===== src/rtl/ip_tx_pkg.sv =====
// Shared types and constants for the IPv4 header transmit path.
package ip_tx_pkg;

    typedef enum logic [1:0] {
        IDLE    = 2'd0,
        SUM     = 2'd1,
        HEADER  = 2'd2,
        PAYLOAD = 2'd3
    } ip_tx_state_t;

    localparam logic [7:0]  IP_VERSION_IHL = 8'h45;   // version 4, IHL 5 words
    localparam logic [15:0] IP_FLAGS_FRAG  = 16'h4000; // DF set, fragment offset 0
    localparam int          IP_HDR_BYTES   = 20;

endpackage


===== src/rtl/ip_header_tx_if.sv =====
// Header transaction bundle between the FPGA-side header producer and the
// IPv4 header inserter. Input is the consumer view, Output the producer view.
interface IP_INPUT_HEADER_IF;
    logic        hdr_valid;
    logic        hdr_ready;
    logic [5:0]  dscp;
    logic [1:0]  ecn;
    logic [15:0] length;      // payload length in bytes
    logic [7:0]  ttl;
    logic [7:0]  protocol;
    logic [31:0] source_ip;
    logic [31:0] dest_ip;

    modport Input (
        input  hdr_valid, dscp, ecn, length, ttl, protocol, source_ip, dest_ip,
        output hdr_ready
    );

    modport Output (
        output hdr_valid, dscp, ecn, length, ttl, protocol, source_ip, dest_ip,
        input  hdr_ready
    );

    modport slave (
        input  hdr_valid, dscp, ecn, length, ttl, protocol, source_ip, dest_ip,
        output hdr_ready
    );

    modport master (
        output hdr_valid, dscp, ecn, length, ttl, protocol, source_ip, dest_ip,
        input  hdr_ready
    );
endinterface


===== src/rtl/ip_checksum.sv =====
// Combinational IPv4 header checksum: one's-complement sum of the ten header
// words, end-around carry folded twice, then inverted. The caller supplies the
// checksum word as zero. Shared with the receive-side checker.
module ip_checksum
    import ip_tx_pkg::*;
(
    input  logic [IP_HDR_BYTES/2-1:0][15:0] i_words,
    output logic [15:0]                     o_csum
);

    logic [19:0] w_sum;
    logic [16:0] w_fold1;
    logic [15:0] w_fold2;

    // Ten 16-bit words fit in 20 bits; two folds always absorb every carry.
    always_comb begin
        w_sum = '0;
        for (int i = 0; i < IP_HDR_BYTES/2; i++) begin
            w_sum = w_sum + {4'd0, i_words[i]};
        end
        w_fold1 = {1'b0, w_sum[15:0]} + {13'd0, w_sum[19:16]};
        w_fold2 = w_fold1[15:0] + {15'd0, w_fold1[16]};
        o_csum  = ~w_fold2;
    end

endmodule


===== src/rtl/ip_header_tx.sv =====
// Transmit-side IPv4 header inserter: takes one header transaction plus an
// 8-bit payload stream and emits a 20-byte IPv4 header followed by the payload.
// Build option IP_HEADER_TX_CHECKSUM_EN: when defined the header checksum is
// computed in a one-cycle SUM state; otherwise bytes 10-11 go out as 0x0000
// for downstream offload and IDLE goes straight to HEADER.
module ip_header_tx
    import ip_tx_pkg::*;
(
    input  logic             clk,
    input  logic             reset,
    IP_INPUT_HEADER_IF.Input ip_hdr,
    input  logic [7:0]       s_axis_tdata,
    input  logic             s_axis_tvalid,
    output logic             s_axis_tready,
    input  logic             s_axis_tlast,
    output logic [7:0]       m_axis_tdata,
    output logic             m_axis_tvalid,
    input  logic             m_axis_tready,
    output logic             m_axis_tlast
);

`ifdef IP_HEADER_TX_CHECKSUM_EN
    localparam ip_tx_state_t ST_AFTER_IDLE = SUM;
`else
    localparam ip_tx_state_t ST_AFTER_IDLE = HEADER;
`endif

    ip_tx_state_t r_state, w_next;

    logic [4:0]  r_cnt;       // header byte index 0..19
    logic [15:0] r_id;        // running identification counter
    logic [15:0] r_hid;       // identification of the packet in flight
    logic [5:0]  r_dscp;
    logic [1:0]  r_ecn;
    logic [15:0] r_len;
    logic [7:0]  r_ttl;
    logic [7:0]  r_proto;
    logic [31:0] r_src;
    logic [31:0] r_dst;

    logic        w_hdr_ready;
    logic        w_hdr_fire;
    logic        w_m_fire;
    logic [15:0] w_total_len;
    logic [15:0] w_csum;
    logic [15:0] w_csum_field;

    logic [IP_HDR_BYTES/2-1:0][15:0] w_base;  // header words, checksum word zero
    logic [IP_HDR_BYTES-1:0][7:0]    w_hdr;   // byte 0 sits at the top index

    assign ip_hdr.hdr_ready = w_hdr_ready;
    assign w_hdr_fire       = ip_hdr.hdr_valid && w_hdr_ready;
    assign w_m_fire         = m_axis_tvalid && m_axis_tready;
    assign w_total_len      = r_len + 16'(IP_HDR_BYTES);

    assign w_base = {IP_VERSION_IHL, r_dscp, r_ecn, w_total_len, r_hid,
                     IP_FLAGS_FRAG, r_ttl, r_proto, 16'h0000, r_src, r_dst};
    assign w_hdr  = {w_base[9:5], w_csum_field, w_base[3:0]};

    ip_checksum u_csum (
        .i_words (w_base),
        .o_csum  (w_csum)
    );

`ifdef IP_HEADER_TX_CHECKSUM_EN
    logic [15:0] r_csum;

    // Capture the checksum in SUM so header bytes are driven from flops.
    always_ff @(posedge clk) begin
        if (reset)                 r_csum <= '0;
        else if (r_state == SUM)   r_csum <= w_csum;
    end

    assign w_csum_field = r_csum;
`else
    // Checksum is inserted downstream; the adder output is intentionally dropped.
    logic w_unused_csum;
    assign w_unused_csum = ^w_csum;
    assign w_csum_field  = 16'h0000;
`endif

    // State register.
    always_ff @(posedge clk) begin
        if (reset) r_state <= IDLE;
        else       r_state <= w_next;
    end

    // Header field capture, ID counter and header byte counter.
    always_ff @(posedge clk) begin
        if (reset) begin
            r_id  <= '0;
            r_cnt <= '0;
        end else begin
            if (w_hdr_fire) begin
                r_dscp  <= ip_hdr.dscp;
                r_ecn   <= ip_hdr.ecn;
                r_len   <= ip_hdr.length;
                r_ttl   <= ip_hdr.ttl;
                r_proto <= ip_hdr.protocol;
                r_src   <= ip_hdr.source_ip;
                r_dst   <= ip_hdr.dest_ip;
                r_hid   <= r_id;
                r_id    <= r_id + 16'd1;
            end
            if (r_state == HEADER && w_m_fire) begin
                r_cnt <= (r_cnt == 5'(IP_HDR_BYTES - 1)) ? 5'd0 : r_cnt + 5'd1;
            end
        end
    end

    // Next state and stream outputs; reset forces every handshake output low.
    always_comb begin
        w_next        = r_state;
        w_hdr_ready   = 1'b0;
        s_axis_tready = 1'b0;
        m_axis_tvalid = 1'b0;
        m_axis_tlast  = 1'b0;
        m_axis_tdata  = w_hdr[5'(IP_HDR_BYTES - 1) - r_cnt];
        case (r_state)
            IDLE: begin
                w_hdr_ready = 1'b1;
                if (ip_hdr.hdr_valid) w_next = ST_AFTER_IDLE;
            end
            SUM: begin
                w_next = HEADER;
            end
            HEADER: begin
                m_axis_tvalid = 1'b1;
                m_axis_tlast  = (r_cnt == 5'(IP_HDR_BYTES - 1)) && (r_len == 16'd0);
                if (m_axis_tready && r_cnt == 5'(IP_HDR_BYTES - 1)) begin
                    w_next = (r_len == 16'd0) ? IDLE : PAYLOAD;
                end
            end
            PAYLOAD: begin
                m_axis_tdata  = s_axis_tdata;
                m_axis_tvalid = s_axis_tvalid;
                m_axis_tlast  = s_axis_tlast;
                s_axis_tready = m_axis_tready;
                if (s_axis_tvalid && m_axis_tready && s_axis_tlast) w_next = IDLE;
            end
            default: w_next = IDLE;
        endcase
        if (reset) begin
            w_hdr_ready   = 1'b0;
            s_axis_tready = 1'b0;
            m_axis_tvalid = 1'b0;
            m_axis_tlast  = 1'b0;
        end
    end

endmodule


===== src/flat_wrapper.sv =====
// flat-port wrapper written by rule: the top's interface ports become plain ports
module ip_header_tx_flat import ip_tx_pkg::*;
  (clk, reset, s_axis_tdata, s_axis_tvalid, s_axis_tready, s_axis_tlast, m_axis_tdata, m_axis_tvalid, m_axis_tready, m_axis_tlast, ip_hdr_hdr_valid, ip_hdr_dscp, ip_hdr_ecn, ip_hdr_length, ip_hdr_ttl, ip_hdr_protocol, ip_hdr_source_ip, ip_hdr_dest_ip, ip_hdr_hdr_ready);
  IP_INPUT_HEADER_IF ip_hdr_i ();
  input  logic clk;
  input  logic reset;
  input  logic [7:0] s_axis_tdata;
  input  logic s_axis_tvalid;
  output logic s_axis_tready;
  input  logic s_axis_tlast;
  output logic [7:0] m_axis_tdata;
  output logic m_axis_tvalid;
  input  logic m_axis_tready;
  output logic m_axis_tlast;
  input wire logic [$bits(ip_hdr_i.hdr_valid)-1:0] ip_hdr_hdr_valid;
  input wire logic [$bits(ip_hdr_i.dscp)-1:0] ip_hdr_dscp;
  input wire logic [$bits(ip_hdr_i.ecn)-1:0] ip_hdr_ecn;
  input wire logic [$bits(ip_hdr_i.length)-1:0] ip_hdr_length;
  input wire logic [$bits(ip_hdr_i.ttl)-1:0] ip_hdr_ttl;
  input wire logic [$bits(ip_hdr_i.protocol)-1:0] ip_hdr_protocol;
  input wire logic [$bits(ip_hdr_i.source_ip)-1:0] ip_hdr_source_ip;
  input wire logic [$bits(ip_hdr_i.dest_ip)-1:0] ip_hdr_dest_ip;
  output wire logic [$bits(ip_hdr_i.hdr_ready)-1:0] ip_hdr_hdr_ready;
  assign ip_hdr_i.hdr_valid = ip_hdr_hdr_valid;
  assign ip_hdr_i.dscp = ip_hdr_dscp;
  assign ip_hdr_i.ecn = ip_hdr_ecn;
  assign ip_hdr_i.length = ip_hdr_length;
  assign ip_hdr_i.ttl = ip_hdr_ttl;
  assign ip_hdr_i.protocol = ip_hdr_protocol;
  assign ip_hdr_i.source_ip = ip_hdr_source_ip;
  assign ip_hdr_i.dest_ip = ip_hdr_dest_ip;
  assign ip_hdr_hdr_ready = ip_hdr_i.hdr_ready;
  ip_header_tx u_core (.clk(clk), .reset(reset), .ip_hdr(ip_hdr_i), .s_axis_tdata(s_axis_tdata), .s_axis_tvalid(s_axis_tvalid), .s_axis_tready(s_axis_tready), .s_axis_tlast(s_axis_tlast), .m_axis_tdata(m_axis_tdata), .m_axis_tvalid(m_axis_tvalid), .m_axis_tready(m_axis_tready), .m_axis_tlast(m_axis_tlast));
endmodule

===== config.mk =====
export PLATFORM = sky130hd
export DESIGN_NAME = ip_header_tx_flat
export DESIGN_NICKNAME = d
export VERILOG_FILES = /design/src/rtl/ip_tx_pkg.sv /design/src/rtl/ip_header_tx_if.sv /design/src/rtl/ip_checksum.sv /design/src/rtl/ip_header_tx.sv /design/src/flat_wrapper.sv
export SDC_FILE = /design/constraint.sdc
export NUM_CORES = 1
export LEC_CHECK = 0
export ABC_AREA = 0
export CAP_MARGIN = 5
export CELL_PAD_IN_SITES_DETAIL_PLACEMENT = 1
export CELL_PAD_IN_SITES_GLOBAL_PLACEMENT = 1
export CORE_MARGIN = 2
export CORE_UTILIZATION = 45
export DETAILED_ROUTE_END_ITERATION = 7
export PLACE_DENSITY = 0.84
export SLEW_MARGIN = 20
export SYNTH_ARGS = -nofsm -noshare
export SYNTH_HDL_FRONTEND = slang
export SYNTH_HIERARCHICAL = 1
export SYNTH_SLANG_ARGS = --single-unit
export TNS_END_PERCENT = 5

===== constraint.sdc =====
create_clock -name clk -period 5.4 [get_ports clk]
set_clock_uncertainty 0.2 [all_clocks]
set_input_delay 1.35 -clock clk [delete_from_list [all_inputs] [get_ports clk]]
set_output_delay 1.35 -clock clk [all_outputs]
set_load 0.01 [all_outputs]

**After elaboration in Yosys (flattened, before gate mapping)**

Cells that the tools add are included.

- Word-level logic and storage cells: 52
- Bits in registers: 143
- Output and inout bits: 12

- Mux-type cells: 17
- Bitwise gates (word level): 1
- Reductions and logical operators: 11
- Add/sub/neg operators: 4
- $lt $le $gt $ge: 1
- Eq/ne operators: 7

Operators with widths:

| cell | number |
|---|---|
| binary-select mux 8 bit (select 5 bit) | 1 |
| adder 16 x 1 -> 16 bit (second input constant) | 1 |
| adder 16 x 5 -> 16 bit (second input constant) | 1 |
| zero test 16 bit | 1 |
| two-way mux 8 bit | 2 |
| two-way mux 2 bit | 4 |
| one-hot mux 2 bit (4 select lines) | 1 |
| logical AND 1 bit | 7 |
| less-than comparator 5 x 6 -> 1 bit (second input constant) | 1 |
| two-way mux 1 bit | 6 |
| adder 5 x 1 -> 5 bit (second input constant) | 1 |
| equality test 5 bit (second input constant) | 1 |
| two-way mux 5 bit | 1 |
| subtractor 5 bit (first input constant) | 1 |
| equality test 2 bit (second input constant) | 2 |
| != test 2 bit (second input constant) | 2 |
| one-hot mux 1 bit (2 select lines) | 2 |
| AND reduction 3 bit | 1 |
| equality test 2 x 1 -> 1 bit (second input constant) | 1 |
| zero test 2 bit | 1 |
| != test 2 x 1 -> 1 bit (second input constant) | 1 |
| AND reduction 2 bit | 1 |
| NOT 1 bit | 1 |

**Longest topological paths before layout**

- Depth in word-level cells: 5
- Gate-level depth with buffers: 9
- Mapped depth without buffers: 6

**Worst setup path before layout**

No wires, ideal clock.

- Kind: input-to-reg
- Start point: in reset
- End point: reg u_core.r_id[9]
- Stages on the path: 5
- Path buffers: 1
- Arrival: 3.675 ns
- Library setup time: 0.128 ns
- Setup slack: 1.398 ns
- Path through: nor4b_4 > buf_2 > nand4_1 > xor2_1 > nor2_1

- Cells in the longest elaborated chain, start to end: 2

Ends and longest elaborated chain:

| element | line | text |
|---|---|---|
| from (decl) | flat_wrapper.sv:6 | `input logic reset;` |
| two-way mux 1 bit | ip_header_tx.sv:143 | `if (reset) begin` |
| logical AND 1 bit | ip_header_tx.sv:52 | `assign w_hdr_fire = ip_hdr.hdr_valid && w_hdr_ready;` |
| to (signal assigned) | ip_header_tx.sv:103 | `r_id <= r_id + 16'd1;` |
| to (decl) | ip_header_tx.sv:31 | `logic [15:0] r_id;` |

Several ways; a longest one is shown, not always the timed one.
A chain may end at the register's enable or synchronous reset.

**Worst setup path in the final report**

- Start point: reg u_core.r_cnt[2]
- End point: out m_axis_tdata[6]

- Cells in the longest elaborated chain, start to end: 4

Ends and longest elaborated chain:

| element | line | text |
|---|---|---|
| from (decl) | ip_header_tx.sv:30 | `logic [4:0] r_cnt;` |
| from (signal assigned) | ip_header_tx.sv:106 | `r_cnt <= (r_cnt == 5'(IP_HDR_BYTES - 1)) ? 5'd0 : r_cnt + 5'd1;` |
| subtractor 5 bit | ip_header_tx.sv:118 | `m_axis_tdata = w_hdr[5'(IP_HDR_BYTES - 1) - r_cnt];` |
| binary-select mux 8 bit (select 5 bit) | ip_header_tx.sv:118 |  |
| two-way mux 8 bit (implied by the code) | ip_header_tx.sv:118 |  |
| two-way mux 8 bit | ip_header_tx.sv:119 | `case (r_state)` |
| to (decl) | flat_wrapper.sv:11 | `output logic [7:0] m_axis_tdata;` |

No other way between the ends. The select of a mux whose other input is x is not followed.

==> out/results.ini <==
[grt]
gr-usage-all-layers = 0.250
globalRoute.totalOverflow = 0
grt_antenna_before_repair = 0
largest_net_degree_at_the_start_of_global_routing = 84
wire_length_of_the_first_global_routing_pass_um = 27100
first_global_vias = 4812

[yosys]
most_common_cell_in_the_synthesized_netlist = sky130_fd_sc_hd__edfxtp_1
synth.top_cells.by_area = sky130_fd_sc_hd__edfxtp_1 57%, sky130_fd_sc_hd__dfxtp_1 7.3%, sky130_fd_sc_hd__mux2i_1 4.4%
synthesis.area_sq_um = 6300
netlist_instances = 443
synth.yosys.warnings = 6
synth-async-reset-ratio = 0
synth_top_area_frac = 0.572
netlist-cell-type-count = 61
ys_seq_elements = 143
synth-edff-count = 120
dominantRegCellSynth = sky130_fd_sc_hd__edfxtp_1
syn_nets = 567
synth_area_leader_cell = sky130_fd_sc_hd__edfxtp_1
avgSynthCellArea_sq_um = 14.2
synth_sequential_area_ratio = 0.645
synth_top_cells_by_count = 120 x sky130_fd_sc_hd__edfxtp_1, 28 x sky130_fd_sc_hd__mux2i_1, 27 x sky130_fd_sc_hd__nand2_1

[routing]
detail_route.first_pass.iterations = 5
ant_nets = 0
detailroute.via_count = 4433
detail_route.vias_per_cell = 5.78
drt_drc_violations_left = 0
post_drt_wl_per_cell_um = 23.1
routed_wl_um = 17700
drt-initial-drc-count = 305

[cts]
count_of_h_tree_levels_built_during_cts = 4
post_cts_buffers = 0
worst_skew_pair.late_latency_ps = 430
cts_root_buf = sky130_fd_sc_hd__clkbuf_16
tritoncts_clock_tree = built
cts.path.max_buffers = 2
worst_setup_hold_path_clk_slew_ps = 60
postCtsResizedCells = 0
ctsHoldBuffers = 0
cts_buffers = 17
tritoncts_num_sinks = 143

[worst_setup_path]
critical_path_startpoint_category = flip-flop
worstPathArrival_ps = 3310
r2r-start = u_core/r_state[1]$_SDFFE_PP0P_
capturing_point_of_the_worst_reg2reg_path = u_core/r_id[15]$_SDFFE_PP0P_
path_max_fanout = 14
crit_end = m_axis_tdata[6]
worst-r2r-cell-count = 5
end_kind = output port
worst-r2r-setup-slack_ps = 2800
startpoint = u_core/r_cnt[2]$_SDFFE_PP0P_
critical_path_class = reg2out
timing.critical_path.required_ps = 3850

[final_layout]
layout.cells.non_filler = 767
drive_gt1_frac = 0.107
antenna-diode-count = 0
nets = 698
syn2layout_area_growth_pct = 31.9
fillCellCount = 1343

[floorplan]
floorplan.initialDensity = 0.457
coreArea_sq_um = 13800
row_count = 43
die_x_um = 122
fp.dieArea_sq_um = 15000
fp.dieH_um = 122
io_pins = 130

[place]
place.detailed.hpwl_um = 12300
pre_cts_slack_ps = 1030
count_of_input_and_output_buffers = 129
gp_congestion = 0.946
place.detailed.instances = 735

[power]
p_seq_frac = 0.488
max-vdd-ir-drop_uv = 260
power.total_mw = 2.60
total_switching_power_mw = 0.600
switching_part_of_the_total_power = 0.231
powerDensity_nw_per_um2 = 313
combinationalPowerShare = 0.071
power_report.internal_total_mw = 2.00
clockPowerShare = 0.442
leakagePower_nw = 2.69

[timing]
rsz0062_at_grt = no
timing.final.hold_violations = 0
fin_hold_ws_ps = 271
relative_slew_slack = 0.501
clock.fmax_mhz = 206
final-setup-viol-count = 0
layout_setup_ws_ps = 545
final_max_slew_viol_count = 0
layout_min_cycle_time_ps = 4860
min_period_over_period = 0.899
tightest_slew_ps = 748
setup_tns_after_final_layout_ps = 0

[min_path]
worstHoldPathType = reg2reg
origin_of_the_worst_min_delay_path = u_core/r_id[11]$_SDFFE_PP0P_

[run_status]
status = complete, no violations

[flow_run]
max_cap_viol_count = 0

cell usage in the layout, fill, tap and decap left out, types with 11 or more instances in the layout:
cell type                         netlist  final
sky130_fd_sc_hd__clkdlybuf4s50_1        0    129
sky130_fd_sc_hd__edfxtp_1             120    120
sky130_fd_sc_hd__nand2_1               27     27
sky130_fd_sc_hd__nand3_1               11     11
sky130_fd_sc_hd__mux4_2                12     12
sky130_fd_sc_hd__nand4_1               12     12
sky130_fd_sc_hd__mux2i_1               28     28
sky130_fd_sc_hd__clkbuf_16              0     17
sky130_fd_sc_hd__nor2_1                19     19
sky130_fd_sc_hd__a21oi_1               15     15
sky130_fd_sc_hd__dfxtp_1               23     21
sequential cells by signal, summed over array words and instances (netlist names), 5 cells and up:
signal and cells:
u_core/r_len 16, u_core/r_dst 32, u_core/r_cnt 5, u_core/r_dscp 6, u_core/r_src 32, u_core/r_hid 16, u_core/r_ttl 8, u_core/r_id 16
u_core/r_proto 8
metal layers:
layer  vias up  part of all wire  GRT usage
met5         -                 0          0
met1      2214              0.39      0.289
met3        38             0.056     0.0548
met4         0             0.036      0.129
li1       2009                 -          -
met2       172              0.52      0.436
worst min-delay path by stage:
stage	end	depth (start not counted)
finish	u_core/r_hid[11]$_DFFE_PP_	0
global route	u_core/r_hid[15]$_DFFE_PP_	0
CTS	u_core/r_hid[15]$_DFFE_PP_	0
detailed placement	u_core/r_hid[15]$_DFFE_PP_	0
global placement	u_core/r_hid[15]$_DFFE_PP_	0
floorplan	u_core/r_hid[15]$_DFFE_PP_	0
power by group through the flow:
stage	clock network, mW	logic (mW)	registers, mW
CTS	1.17	0.185	1.27
global placement	0	0.178	1.29
floorplan	0	0.0707	1.28
finish	1.15	0.183	1.27
detailed placement	0	0.182	1.29
global route	1.20	0.196	1.27
cell families after synthesis:
family / Yosys count / share of synthesized area
xor+xnor: 15 / 0.0208
fa+ha+maj: 6 / 0.0119
compound gates: 68 / 0.0782
buf+inv: 33 / 0.0296
simple gates: 136 / 0.124
flops: 143 / 0.645
mux: 42 / 0.0909
area by class of cell:
| class | instances | area [sq um] | share of cell area |
|---|---|---|---|
| clock buffers | 17 | 425 | 0.0512 |
| clock inverters | 15 | 148 | 0.0178 |
| flip-flops and latches | 143 | 4070 | 0.489 |
| repair buffers | 137 | 1360 | 0.164 |
| multi-input cells | 267 | 2050 | 0.247 |
| well taps | 180 | 225 | 0.0271 |
| inverters | 8 | 30.0 | 0.00361 |
critical path: stages (launching register included):
cell and delay [ps]:
sky130_fd_sc_hd__dfxtp_1 330, sky130_fd_sc_hd__inv_1 120, sky130_fd_sc_hd__ha_1 620, sky130_fd_sc_hd__mux4_2 570
sky130_fd_sc_hd__a221oi_1 510, sky130_fd_sc_hd__a221o_1 190, sky130_fd_sc_hd__clkdlybuf4s50_1 540
stage by stage:
step	util	instance area [sq um]
after floorplan	-	6300
after global placement	0.562	7740
after detailed placement	0.562	7740
after CTS	0.603	8310
after global routing	0.603	8310
final	0.603	8310
No activity file was read; power rests on OpenSTA's default activity.
